`src/rtl/addr_cmd_gen.sv`:
```
// Counted, back-pressure-aware address/command burst generator (sequential, stride, LFSR, fixed).
// Optional per-direction transfer counters (wr_cnt/rd_cnt) enabled by defining ADDR_CMD_GEN_STATS_EN.
module addr_cmd_gen #(
    parameter int unsigned ADDR_W    = 6,
    parameter int unsigned CNT_W     = 16,
    parameter logic [15:0] LFSR_SEED = 16'hACE1
) (
    input  logic              clk,
    input  logic              rst_n,
    input  logic              start,
    input  logic              abort,
    input  logic [1:0]        cfg_mode,
    input  logic [1:0]        cfg_wr_mode,
    input  logic [ADDR_W-1:0] cfg_base,
    input  logic [ADDR_W-1:0] cfg_stride,
    input  logic [CNT_W-1:0]  cfg_count,
    output logic              cmd_valid,
    input  logic              cmd_ready,
    output logic [ADDR_W-1:0] cmd_addr,
    output logic              cmd_wr,
    output logic              busy,
    output logic              done,
`ifdef ADDR_CMD_GEN_STATS_EN
    output logic [CNT_W-1:0]  wr_cnt,
    output logic [CNT_W-1:0]  rd_cnt,
`endif
    output logic [CNT_W-1:0]  txn_cnt
);

    typedef enum logic [1:0] {S_IDLE, S_RUN, S_DONE} state_t;
    typedef enum logic [1:0] {M_SEQ, M_STRIDE, M_LFSR, M_FIXED} addr_mode_t;
    typedef enum logic [1:0] {W_READ, W_WRITE, W_ALT, W_LFSR} wr_mode_t;

    state_t            r_state;
    addr_mode_t        r_mode;
    wr_mode_t          r_wr_mode;
    logic [ADDR_W-1:0] r_stride;
    logic [CNT_W-1:0]  r_count;
    logic [15:0]       r_lfsr;
    logic              r_valid;
    logic [ADDR_W-1:0] r_addr;
    logic              r_wr;
    logic              r_busy;
    logic              r_done;
    logic [CNT_W-1:0]  r_txn_cnt;
`ifdef ADDR_CMD_GEN_STATS_EN
    logic [CNT_W-1:0]  r_wr_cnt;
    logic [CNT_W-1:0]  r_rd_cnt;
`endif

    logic              w_xfer;
    logic              w_last;
    logic              w_lfsr_adv;
    logic [15:0]       w_lfsr_next;
    logic [15:0]       w_lfsr_upd;
    logic [ADDR_W-1:0] w_addr_next;
    logic              w_wr_next;
    logic              w_wr_first;

    assign w_xfer      = r_valid & cmd_ready;
    assign w_last      = ((r_txn_cnt + CNT_W'(1)) == r_count);
    // Shared LFSR steps once per transfer if either the address or the write flag consumes it.
    assign w_lfsr_adv  = (r_mode == M_LFSR) || (r_wr_mode == W_LFSR);
    assign w_lfsr_next = {r_lfsr[14:0], r_lfsr[15] ^ r_lfsr[13] ^ r_lfsr[12] ^ r_lfsr[10]};
    assign w_lfsr_upd  = w_lfsr_adv ? w_lfsr_next : r_lfsr;

    always_comb begin
        w_addr_next = r_addr;
        case (r_mode)
            M_SEQ:    w_addr_next = r_addr + ADDR_W'(1);
            M_STRIDE: w_addr_next = r_addr + r_stride;
            M_LFSR:   w_addr_next = w_lfsr_next[ADDR_W-1:0];
            M_FIXED:  w_addr_next = r_addr;
            default:  w_addr_next = r_addr;
        endcase
    end

    always_comb begin
        w_wr_next = 1'b0;
        case (r_wr_mode)
            W_READ:  w_wr_next = 1'b0;
            W_WRITE: w_wr_next = 1'b1;
            W_ALT:   w_wr_next = ~r_wr;
            W_LFSR:  w_wr_next = w_lfsr_next[15];
            default: w_wr_next = 1'b0;
        endcase
    end

    always_comb begin
        w_wr_first = 1'b0;
        case (wr_mode_t'(cfg_wr_mode))
            W_READ:  w_wr_first = 1'b0;
            W_WRITE: w_wr_first = 1'b1;
            W_ALT:   w_wr_first = 1'b1;
            W_LFSR:  w_wr_first = LFSR_SEED[15];
            default: w_wr_first = 1'b0;
        endcase
    end

    always_ff @(posedge clk or negedge rst_n) begin
        if (!rst_n) begin
            r_state   <= S_IDLE;
            r_mode    <= M_SEQ;
            r_wr_mode <= W_READ;
            r_stride  <= '0;
            r_count   <= '0;
            r_lfsr    <= LFSR_SEED;
            r_valid   <= 1'b0;
            r_addr    <= '0;
            r_wr      <= 1'b0;
            r_busy    <= 1'b0;
            r_done    <= 1'b0;
            r_txn_cnt <= '0;
`ifdef ADDR_CMD_GEN_STATS_EN
            r_wr_cnt  <= '0;
            r_rd_cnt  <= '0;
`endif
        end else begin
            case (r_state)
                S_IDLE: begin
                    r_done <= 1'b0;
                    if (start) begin
                        r_mode    <= addr_mode_t'(cfg_mode);
                        r_wr_mode <= wr_mode_t'(cfg_wr_mode);
                        r_stride  <= cfg_stride;
                        r_count   <= cfg_count;
                        r_lfsr    <= LFSR_SEED;
                        r_txn_cnt <= '0;
`ifdef ADDR_CMD_GEN_STATS_EN
                        r_wr_cnt  <= '0;
                        r_rd_cnt  <= '0;
`endif
                        if (cfg_count == '0) begin
                            r_state <= S_DONE;
                            r_done  <= 1'b1;
                        end else begin
                            r_state <= S_RUN;
                            r_busy  <= 1'b1;
                            r_valid <= 1'b1;
                            r_addr  <= cfg_base;
                            r_wr    <= w_wr_first;
                        end
                    end
                end

                S_RUN: begin
                    if (w_xfer) begin
                        r_txn_cnt <= r_txn_cnt + CNT_W'(1);
`ifdef ADDR_CMD_GEN_STATS_EN
                        if (r_wr) r_wr_cnt <= r_wr_cnt + CNT_W'(1);
                        else      r_rd_cnt <= r_rd_cnt + CNT_W'(1);
`endif
                    end
                    // Abort ends the burst even mid-stall; a same-cycle transfer is still counted above.
                    if (abort || (w_xfer && w_last)) begin
                        r_state <= S_DONE;
                        r_valid <= 1'b0;
                        r_busy  <= 1'b0;
                        r_done  <= 1'b1;
                    end else if (w_xfer) begin
                        r_addr <= w_addr_next;
                        r_wr   <= w_wr_next;
                        r_lfsr <= w_lfsr_upd;
                    end
                end

                S_DONE: begin
                    r_done  <= 1'b0;
                    r_state <= S_IDLE;
                end

                default: begin
                    r_state <= S_IDLE;
                    r_valid <= 1'b0;
                    r_busy  <= 1'b0;
                    r_done  <= 1'b0;
                end
            endcase
        end
    end

    assign cmd_valid = r_valid;
    assign cmd_addr  = r_addr;
    assign cmd_wr    = r_wr;
    assign busy      = r_busy;
    assign done      = r_done;
    assign txn_cnt   = r_txn_cnt;
`ifdef ADDR_CMD_GEN_STATS_EN
    assign wr_cnt    = r_wr_cnt;
    assign rd_cnt    = r_rd_cnt;
`endif

endmodule

```
`config.mk`:
```
export PLATFORM = sky130hd
export DESIGN_NAME = addr_cmd_gen
export DESIGN_NICKNAME = d
export VERILOG_FILES = /design/src/rtl/addr_cmd_gen.sv
export SDC_FILE = /design/constraint.sdc
export NUM_CORES = 1
export LEC_CHECK = 0
export CAP_MARGIN = 30
export CORE_MARGIN = 2
export CORE_UTILIZATION = 49
export DETAILED_ROUTE_END_ITERATION = 16
export PLACE_DENSITY_LB_ADDON = 0.1
export SETUP_SLACK_MARGIN = 0.1
export SLEW_MARGIN = 5
export SYNTH_ARGS = -nofsm -noshare
export SYNTH_HDL_FRONTEND = slang
export SYNTH_SLANG_ARGS = --single-unit
```
`constraint.sdc`:
```
create_clock -name clk -period 2.51 [get_ports clk]
set_input_delay 0.502 -clock clk [delete_from_list [all_inputs] [get_ports clk]]
set_output_delay 0.502 -clock clk [all_outputs]
set_load 0.01 [all_outputs]
```
* Word level (Yosys, flattened, before mapping)
Index checks and enable logic that the tools add are counted.
** Storage, ports and cells
- Register bits :: 69
- Output and inout port bits :: 26
- Word-level logic and storage cells :: 89
** Operators by class
- Add/sub/neg operators :: 3
- Equality and inequality tests :: 19
- Muxes and demuxes :: 33
- Bitwise logic cells :: 6
- Reductions and logical operators :: 17
** Operators by type and width (count)
- 16-bit 2-to-1 mux :: 6
- 16-bit one-hot mux with 2 select lines :: 2
- 6-bit 2-to-1 mux :: 4
- 6-bit one-hot mux with 3 select lines :: 1
- 16-bit by 1-bit adder with 16-bit output (second input constant) :: 1
- 16-bit equality test :: 1
- 16-bit logical NOT :: 1
- 2-bit equality test (second input constant) :: 7
- 2-bit inequality test (second input constant) :: 7
- 6-bit one-hot mux with 2 select lines :: 1
- 1-bit 2-to-1 mux :: 10
- 5-bit AND reduction :: 2
- 2-bit by 1-bit equality test with 1-bit output (second input constant) :: 4
- 2-bit logical NOT :: 4
- 6-bit by 1-bit adder with 6-bit output (second input constant) :: 1
- 6-bit adder :: 1
- 2-bit 2-to-1 mux :: 3
- 1-bit one-hot mux with 2 select lines :: 3
- 6-bit AND reduction :: 1
- 1-bit one-hot mux with 4 select lines :: 1
- 2-bit one-hot mux with 2 select lines :: 1
- 2-bit AND reduction :: 2
- 4-bit AND reduction :: 1
- 1-bit one-hot mux with 3 select lines :: 1
- 8 further kinds :: 12

* Logic depth before layout (Yosys ltp)
Gate-level depths: netlist of run 1.
- Depth after elaboration :: 7
- Mapped depth :: 13
- Mapped depth without buffers :: 13

* Worst setup path after synthesis of run 1
No wires, ideal clock.
- Kind :: reg2reg
- Start point :: reg r_txn_cnt[0], in the netlist txn_cnt[0]
- End point :: reg r_addr[0], in the netlist cmd_addr[0]
- Setup time :: 0.125 ns
- Data arrival time :: 2.676 ns
- Required time :: 2.385 ns
- Path slack :: -0.291 ns
- Stages on the path, launching flop included :: 11
- Path through :: dfrtp_1 -> ha_1 -> nand3_1 -> buf_4 -> nor4_2 -> xnor2_1 -> a211oi_2 -> nand4_4 -> a31oi_4 -> a311oi_4 -> mux2_4
** On the way
- Word-level cells in the longest chain between the ends :: 6
** Ends and longest elaborated chain
- from (decl) :: line 45 : logic [CNT_W-1:0] r_txn_cnt;
- from (signal assigned) :: line 148 : r_txn_cnt <= r_txn_cnt + CNT_W'(1);
- 16-bit by 1-bit adder with 16-bit output :: line 61 : assign w_last = ((r_txn_cnt + CNT_W'(1)) == r_count);
- 16-bit equality test :: line 61
- 1-bit logical AND :: line 155 : if (abort || (w_xfer && w_last)) begin
- 1-bit logical OR :: line 155
- 2-bit inequality test (no source line)
- 6-bit AND reduction (no source line)
- to (signal assigned) :: line 140 : r_addr <= cfg_base;
- to (signal assigned) :: line 161 : r_addr <= w_addr_next;
- to (decl) :: line 41 : logic [ADDR_W-1:0] r_addr;
No other way between the ends.
A chain may end at the register's enable or synchronous reset.

* Worst setup path after layout of run 1
- Start point :: reg r_txn_cnt[2], in the netlist txn_cnt[2]
- End point :: reg r_addr[4], in the netlist cmd_addr[4]
Same word-level chain as after synthesis.

==> metrics, run 1 <==
run status=completed; chip width=94.8 um; GRT overflow=0; Cell Rows=33; Detail Route Antenna Nets=0; Max Cap Viol=0; worst slack at placement=-0.177 ns; reg2reg start=txn_cnt[2]; IO Pins=63; post-route DRC violation count=0; Root Buffer=clkbuf_8; Initial Util=49.9%; Seq/Total Area, Yosys=43.0%; clk slew on worst S/H paths=approximately 0.080 ns; Peak VDD IR=~0.00053 V; Synth area leaders=dfrtp_1 38%, nand2_1 11%, dfstp_2 5.2%, o21ai_0 5.1%, xnor2_1 3.9%; Fmax achieved=0.401 GHz; CP dominant cell by count=nand4_4; pin count of the biggest net entering global routing=36; post-DP HPWL=between 7000 and 8000 um; area occupied by multi-input gates=2250 um2; area leader, netlist=dfrtp_1; WP buf/inv=2; via count=3,744; CTS tree=built; H-Tree Depth=3; initial DRC count=164; worst hold margin=0.203 ns; switching pwr=1800 uW; final std cells w/o fill=approximately 660; layout cells sized above 1=27.4%; Most used DFF post-synth=dfrtp_1; CTS sink count=69; TritonRoute pass-1 iters=5; CP max FO=6; Fill cells=between 600 and 700; Post-Syn Area per Cell=9.33 um2; die area=~9000 um2; top cell type's share of synthesized area=a little under two fifths; nets=598; post-DR wirelength/cell=17.0 um; HP Class=input pin to async pin; Core ar.=8090 um2; RSZ-0062 raised after global routing=true; Worst path top cell family by delay=simple AND/OR/NAND/NOR gates; drt via density=5.64; Pwr per Cell Area=850 nW/um2; crit end category=flop; Max Buffers Root-to-Sink=2; Int Pwr=2960 uW; first-pass GRT wire length=18,600 um; #FFs+latches synth=69; total nets after synthesis=477; clock share of power=19.8%; Overall Global Routing Usage=27.0%; Num CTS Buffers=9; chip height=94.8 um; ys async rst share=100%; Switching Fraction=a little under two fifths; Slowest-stage cell, CP=dfrtp_2; initial antenna violation count=0; Startpoint Class=flop; slew margin rel.=50.7%; Max stage delay on crit path=approximately 0.44 ns; WP data arrival=between 2 and 3 ns; crit share post-route=approximately 100%; most common cell after layout, fill and taps aside=nand2_1; final hold violation count=0; max-slew violation count=0; Setup violations, final=0; Post-Route WL=11,300 um; number of global-route vias before repair=3,819; critical path data required time=between 2 and 3 ns; Layout Area Growth over Synthesis=38.5%; Cells after Synth=433; area post-placement=5060 um2; kind of critical path=flop to flop; Tot Pwr=4750 uW; final instance area=5590 um2; final worst setup slack=0.0151 ns; fin crit period=around 2.5 ns; Netlist cell types=69; Cells after DPL=625; Clock Skews=0.00847 ns; LEAKAGE=0.00249 uW; crit path launch=txn_cnt[2]; Sequential Area=1750 um2; critical path, cell by cell=nand4_4, buf_4, nor3_2, xnor2_1, a2111oi_4, nand4_4, a31oi_4, a311oi_4, buf_12, mux2_4; EDFF count, synth=0; Port Buffer Count=62; GPL Wtd Cong=around 0.9; worst skew pair latency=0.35 ns; Slew @ Worst Pin=0.739 ns; Cell Area, Synth=4040 um2; Gate power share=43.9%; YS warnings=0; sequential share of power=36.3%; number of diodes=0; commonest cells after routing, fill and taps aside=113 x nand2_1, 66 x buf_4, 61 x clkdlybuf4s50_1, 48 x dfrtp_1, 41 x o21ai_0
==> routing by layer <==
metal  GRT usage, %  share of wire (%)
met1           32.1                 40
met2           47.8                 53
met4           10.9                2.6
met5              0                  0
met3           5.51                4.5
==> repair_timing <==
action | 4_1_cts | 5_1_grt
resized for setup | 28 | 8
endpoints found under the setup margin | 25 | 24
setup buffers | 12 | 10
pin swaps | 18 | 12
cloned | 1 | 0
hold buffers | 0 | 0
==> area by class of cell <==
type                            count  share of cell area (%)
Clock inverter                      7                    1.45
Clock buffer                        9                    2.21
Sequential cell                    69                    31.3
Timing Repair Buffer              135                    21.7
Multi-Input combinational cell    330                    40.3
Tap cell                          105                    2.35
Inverter                            9                   0.604
==> path summary, 6_finish.rpt <==
kind | end | slack (ns) | depth (start not counted)
hold reg to reg | r_stride[4] | 0.47 | 2
hold / removal | txn_cnt[2] | 0.20 | 1
setup / recovery | cmd_addr[4] | 0.02 | 10
setup reg to reg | cmd_addr[4] | 0.02 | 10
min in group clk | r_stride[4] | 0.47 | 2
max in group asynchronous | r_count[14] | 1.61 | 2
==> flip-flops by register name, indices dropped and copies added (netlist names) <==
register and cells:
r_count 16, r_wr_mode 2, cmd_wr 1, r_lfsr 16, done 1, cmd_addr 6, r_mode 2, r_stride 6
busy 1, txn_cnt 16, r_state 2
==> power groups by stage <==
stage	Sequential (uW)	Clock, uW	Combinational [uW]
after global placement	1730	0	1930
after detailed placement	1740	0	1990
final	1730	940	2090
after CTS	1730	967	2040
after global routing	1770	1020	2290
after floorplan	1720	0	1240
==> cell families after synthesis <==
logic type | share of synthesized area, %
buf+inv | 5.24
xor+xnor | 5.42
mux | 2.51
flops | 43.0
fa+ha+maj | 2.35
compound gates | 18.2
simple gates | 23.3
==> cell usage after synthesis (all sizes together), types with 8 or more instances <==
cell and number:
buf 13, nand4 10, clkbuf 12, and3 9
inv 9, a21oi 11, a32o 8, dfstp 8
nor2 13, nor4 9, dfrtp 61, xnor2 18
o32a 8, nand3 9, o21ai 41, nand2 114
==> stage by stage <==
stage	setup TNS [ns]	utilization, %
2_1_floorplan	0	-
3_3_place_gp	-1.53	62.6
3_5_place_dp	-2.44	62.6
4_1_cts	-0.0194	67.7
5_1_grt	-0.622	69.1
6_report	0	69.1
No activity file was read; power rests on OpenSTA's default activity.
==> run 2: changes to the inputs <==
- CELL_PAD_IN_SITES_DETAIL_PLACEMENT: unset -> 0
- CELL_PAD_IN_SITES_GLOBAL_PLACEMENT: unset -> 1
- CORE_UTILIZATION: 49 -> 37
==> run 2 against run 1 <==
  * Largest cell class unchanged
  * Clock-buffer cell count is the same
  * Clock power grew 11%
  * Largest power group unchanged
  * The flow now finishes with violations (negative setup slack)
  * Worst setup slack lost 0.028 ns
==> metrics, run 2 (synthesized netlist as in run 1, its figures left out) <==
WP buf/inv=3 (was 2); H-Tree Depth=3 (unchanged); met3 WL=380 um (was 509 um); Layout Area Growth over Synthesis=38.2% (was 38.5%); number of global-route vias before repair=3,701 (was 3,819); Pwr per Cell Area=884 nW/um2 (was 850 nW/um2); reg-to-reg slack, setup=-0.01 ns (was 0.02 ns); commonest cells after routing, fill and taps aside=111 x nand2_1, 61 x clkdlybuf4s50_1, 57 x buf_4, 49 x dfrtp_1, 39 x o21ai_0 (was 113 x nand2_1, 66 x buf_4, 61 x clkdlybuf4s50_1, 48 x dfrtp_1, 41 x o21ai_0); CP max FO=6 (unchanged); Max Buffers Root-to-Sink=2 (unchanged); Port Buffer Count=62 (unchanged); Overall Global Routing Usage=21.1% (was 27.0%); cts hold-fix bufs=0 (unchanged); setup TNS=-0.0399 ns (was 0 ns); Root Buffer=clkbuf_8 (unchanged); post-DR wirelength/cell=17.0 um (about the same); pin count of the biggest net entering global routing=36 (unchanged); Cell Rows=38 (was 33); layout cells sized above 1=27.0% (was 27.4%); area occupied by multi-input gates=2290 um2 (was 2250 um2); Startpoint Class=flop (unchanged); drt via density=5.22 (was 5.64); Detail Route Antenna Nets=0 (unchanged); Max stage delay on crit path=0.44 ns (about the same); RSZ-0062 raised after global routing=true (unchanged); crit share post-route=101% (was 99.4%); Max Cap Viol=0 (unchanged); Peak VDD IR=0.000504 V (was 0.000531 V); post-DP HPWL=8490 um (was 7920 um); Slowest-stage cell, CP=dfrtp_2 (unchanged); critical path, cell by cell=ha_4, buf_4, and3_4, and3_4, buf_4, nand4b_1, o221ai_2, nand4_4, a31oi_4, a311oi_4, buf_6, mux2_4 (was nand4_4, buf_4, nor3_2, xnor2_1, a2111oi_4, nand4_4, a31oi_4, a311oi_4, buf_12, mux2_4); Core ar.=10,700 um2 (was 8090 um2); chip width=108 um (was 94.8 um); Initial Util=37.6% (was 49.9%); kind of critical path=flop to flop (unchanged); met2 routed WL=6140 um (was 5960 um); Num CTS Buffers=9 (unchanged); critical path data required time=2.76 ns (was 2.74 ns); GRT overflow=0 (unchanged); Reg-to-Reg End=cmd_addr[2] (was cmd_addr[4]); worst skew pair latency=0.36 ns (was 0.35 ns); post-route DRC violation count=0 (unchanged); WP data arrival=2.77 ns (was 2.73 ns); fin crit period=2.52 ns (was 2.49 ns); first-pass GRT wire length=18,900 um (was 18,600 um); GPL Wtd Cong=0.799 (was 0.884); most common cell after layout, fill and taps aside=nand2_1 (unchanged); clk slew on worst S/H paths=0.08 ns (about the same); reg2reg start=txn_cnt[1] (was txn_cnt[2]); die area=11,800 um2 (was 8990 um2); Post-Route WL=11,700 um (was 11,300 um); run status=finished with violations (was completed); initial antenna violation count=0 (unchanged); slew margin rel.=54.4% (was 50.7%); top sig layer=met4 (unchanged); Sequential Area=1750 um2 (about the same); Setup violations, final=5 (was 0); max-slew violation count=0 (unchanged); R2R depth=12 (was 10); HP Class=input pin to async pin (unchanged); IO Pins=63 (unchanged); Fill cells=1,061 (was 654); TritonRoute pass-1 iters=4 (was 5); met1 WL=5000 um (was 4520 um); worst slack at placement=-0.171 ns (was -0.177 ns); crit end category=flop (unchanged); Worst path top cell family by delay=simple AND/OR/NAND/NOR gates (unchanged); CTS tree=built (unchanged); number of diodes=0 (unchanged); nets=587 (was 598); Slew @ Worst Pin=0.685 ns (was 0.739 ns); final hold violation count=0 (unchanged); via count=3,589 (was 3,744); final worst setup slack=-0.0133 ns (was 0.0151 ns); CTS sink count=69 (unchanged); initial DRC count=140 (was 164); worst hold margin=0.164 ns (was 0.203 ns); chip height=108 um (was 94.8 um); Fmax achieved=0.396 GHz (was 0.401 GHz); Clock Skews=0.00824 ns (was 0.00847 ns); LEAKAGE=0.00244 uW (was 0.00249 uW); failing checks=negative setup slack
==> run 2: timing repair <==
| action | CTS | global route |
|---|---|---|
| gates resized for setup | 33 | 15 |
| pin swaps | 14 | 12 |
| endpoints found under the setup margin | 27 | 27 |
| setup buffers | 7 | 5 |
==> run 2: how the worst max path moves through the flow <==
stage	cells past startpoint	end	from
final	12	cmd_addr[2]	txn_cnt[1]
after global routing	9	cmd_wr	txn_cnt[4]
after CTS	10	cmd_addr[2]	txn_cnt[1]
after detailed placement	8	cmd_addr[3]	cfg_count[12]
after global placement	8	cmd_wr	cfg_count[12]
after floorplan	10	cmd_addr[0]	txn_cnt[0]
==> run 2: area by class of cell <==
type                            instances  area share, %
Inverter                                9          0.605
Tap cell                              140           3.14
Timing Repair Buffer                  125           19.8
Clock buffer                            9           2.22
Sequential cell                        69           31.4
Clock inverter                          7           1.79
Multi-Input combinational cell        329           41.1
==> run 2: report_power, final <==
| group | leakage [uW] | internal (uW) | total [uW] | switching (uW) |
|---|---|---|---|---|
| Combinational | 0.00149 | 1100 | 2160 | 1070 |
| Clock | 0.000102 | 562 | 1040 | 481 |
| Sequential | 0.000851 | 1430 | 1730 | 298 |
| Total | 0.00244 | 3090 | 4930 | 1840 |
==> run 2: worst reg2reg max path: cells and delay by family (launching register included) <==
kind | cells | cell delay, ns
multiplexers | 1 | 0.30
AND/OR/NAND/NOR | 4 | 0.53
buffers and inverters | 3 | 0.46
adder cells (fa/ha/maj) | 1 | 0.18
flip-flops | 1 | 0.44
AO/OA/AOI/OAI | 3 | 0.50
==> run 2: per-layer routing <==
metal / up-vias / track usage (%)
li1: 1751 / -
met1: 1751 / 25.6
met2: 72 / 37.8
met3: 15 / 3.86
met4: 0 / 6.68
met5: - / 0
==> run 2: per-stage QoR <==
stage	instance area, um2	util, %	power, uW	instances
after floorplan	4090	-	2960	433
after global placement	5080	47.3	3690	660
after detailed placement	5080	47.3	3740	660
after CTS	5470	50.9	4870	683
after global routing	5580	51.9	5300	688
final	5580	51.9	4930	688
==> run 3: changes to the inputs <==
- CAP_MARGIN: 30 -> 5
- CORE_UTILIZATION: 37 -> 41
- clock period: 2.51 -> 2.9 ns (I/O delays scaled with it)
==> run 3 against run 2 <==
  * Global-route usage rose by 0.76 points
  * Cell area shrank 8.7%
  * The flow now finishes without violations
  * Via count down 4.8%
  * Power is 20% lower
  * Clock-buffer cell count unchanged
  * Utilization up 0.70 points
  * Hold slack improved by 0.012 ns
  * First-iteration DRC count is 9.3% lower
  * Largest power group unchanged
  * Critical path depth decreased by 3
  * Register-to-register slack improved by 0.25 ns
  * Highest routed layer unchanged
  * Combinational power fell by 25%
  * Largest cell class unchanged
==> metrics, run 3 (synthesized netlist as in run 1, its figures left out) <==
run status=completed (was finished with violations); Slew @ Worst Pin=0.762 ns (was 0.685 ns); Fmax achieved=0.376 GHz (was 0.396 GHz); worst slack at placement=0.142 ns (was -0.171 ns); Peak VDD IR=0.000358 V (was 0.000504 V); Reg-to-Reg End=cmd_addr[4] (was cmd_addr[2]); Root Buffer=clkbuf_8 (unchanged); most common cell after layout, fill and taps aside=nand2_1 (unchanged); Post-Route WL=10,700 um (was 11,700 um); Detail Route Antenna Nets=0 (unchanged); reg2reg start=txn_cnt[10] (was txn_cnt[1]); LEAKAGE=0.00224 uW (was 0.00244 uW); Startpoint Class=flop (unchanged); pin count of the biggest net entering global routing=37 (was 36); critical path data required time=3.13 ns (was 2.76 ns); setup TNS=0 ns (was -0.0399 ns); post-DP HPWL=7900 um (was 8490 um); number of global-route vias before repair=3,515 (was 3,701); clk slew on worst S/H paths=0.08 ns (about the same); slew margin rel.=49.2% (was 54.4%); reg-to-reg slack, setup=0.24 ns (was -0.01 ns); area occupied by multi-input gates=2140 um2 (was 2290 um2); Core ar.=9680 um2 (was 10,700 um2); Tot Pwr=3940 uW (was 4930 uW); fin crit period=2.66 ns (was 2.52 ns); CP max FO=9 (was 6); post-route DRC violation count=0 (unchanged); die area=10,700 um2 (was 11,800 um2); Port Buffer Count=62 (unchanged); IO Pins=63 (unchanged); TritonRoute pass-1 iters=4 (unchanged); Layout Area Growth over Synthesis=26.2% (was 38.2%); crit share post-route=91.7% (was 101%); Clock Skews=0.0118 ns (was 0.00824 ns); Sequential Area=1740 um2 (was 1750 um2); first-pass GRT wire length=17,800 um (was 18,900 um); chip height=103 um (was 108 um); Num CTS Buffers=9 (unchanged); H-Tree Depth=3 (unchanged); final std cells w/o fill=644 (was 688); Initial Util=41.7% (was 37.6%); initial antenna violation count=0 (unchanged); CTS sink count=69 (unchanged); drt via density=5.31 (was 5.22); Pwr per Cell Area=773 nW/um2 (was 884 nW/um2); HP Class=input pin to async pin (unchanged); CTS tree=built (unchanged); GPL Wtd Cong=0.800 (was 0.799); R2R depth=9 (was 12); Cells after DPL=624 (was 660); initial DRC count=127 (was 140); worst skew pair latency=0.35 ns (was 0.36 ns); Cell Rows=36 (was 38); Max Buffers Root-to-Sink=2 (unchanged); max-slew violation count=0 (unchanged); number of diodes=0 (unchanged); final hold violation count=0 (unchanged); Setup violations, final=0 (was 5); GRT overflow=0 (unchanged); RSZ-0062 raised after global routing=false (was true); kind of critical path=flop to flop (unchanged); Fill cells=918 (was 1,061); Overall Global Routing Usage=21.9% (was 21.1%); via count=3,417 (was 3,589); final worst setup slack=0.241 ns (was -0.0133 ns); post-DR wirelength/cell=16.6 um (was 17.0 um); crit end category=flop (unchanged); nets=550 (was 587); chip width=103 um (was 108 um); Max Cap Viol=0 (unchanged); WP data arrival=2.89 ns (was 2.77 ns); layout cells sized above 1=15.5% (was 27.0%); commonest cells after routing, fill and taps aside=114 x nand2_1, 61 x clkdlybuf4s50_1, 59 x dfrtp_1, 41 x o21ai_0, 26 x buf_4 (was 111 x nand2_1, 61 x clkdlybuf4s50_1, 57 x buf_4, 49 x dfrtp_1, 39 x o21ai_0)
-- run 3: cell types whose count changed in the layout (fill, tap and decap cells not counted), moves of 3 or more --
cell     before  now
dfrtp_2      12    2
and3_4        4    0
inv_6         0    3
nand3_2       3    0
buf_4        57   26
nand3_1       4    8
nand2_1     111  114
dfrtp_1      49   59
nand2_2       3    0
and3_1        4    8
buf_6         5    0
-- run 3: repair_timing --
action	CTS	global route
endpoints found under the setup margin	0	13
endpoints found under the hold margin	0	0
hold buffers	0	0
buffers inserted	0	4
gates resized for setup	0	9
-- run 3: worst max-delay path, cell delays in order (launching register included) --
cell       delay, ns
dfrtp_1         0.54
nand4_1         0.21
nor4_4          0.35
xnor2_2         0.12
a2111oi_4       0.39
nand4_4         0.18
a31oi_4         0.21
a311oi_4        0.06
buf_4           0.18
mux2_4          0.29
-- run 3: area by class of cell --
cell class                      count  area share (%)
Clock inverter                      7            1.57
Multi-Input combinational cell    329            42.0
Clock buffer                        9            2.43
Timing Repair Buffer               88            15.9
Sequential cell                    69            34.1
Inverter                            9           0.663
Tap cell                          133            3.26
-- run 3: stage by stage --
step	hold WS, ns	instance area [um2]	util, %
finish	0.176	5100	52.6
detailed placement	0.456	4810	49.7
global placement	0.452	4810	49.7
CTS	0.181	5010	51.8
global route	0.206	5100	52.6
floorplan	0.284	4040	-
-- run 3: report_power, final --
part	switching (uW)	internal [uW]	total, uW
Combinational	837	797	1630
Sequential	248	1230	1480
Clock	417	408	825
-- run 3: worst max-delay path by stage --
stage,start,end,slack [ns],depth (start not counted)
finish,txn_cnt[10],cmd_addr[4],0.24,9
floorplan,txn_cnt[0],cmd_addr[0],0.16,10
CTS,txn_cnt[6],cmd_addr[2],0.20,8
global placement,start,cmd_addr[3],0.19,6
global route,txn_cnt[10],cmd_addr[2],0.09,9
detailed placement,start,cmd_addr[3],0.14,6
-- run 3: layer usage --
| metal | global-route usage (%) | up-vias | part of all wire [%] |
|---|---|---|---|
| met5 | 0 | - | 0 |
| met4 | 8.20 | 0 | 2.1 |
| met3 | 2.62 | 13 | 2.1 |
| met2 | 37.9 | 59 | 52 |
| met1 | 28.2 | 1660 | 44 |
| li1 | - | 1685 | - |
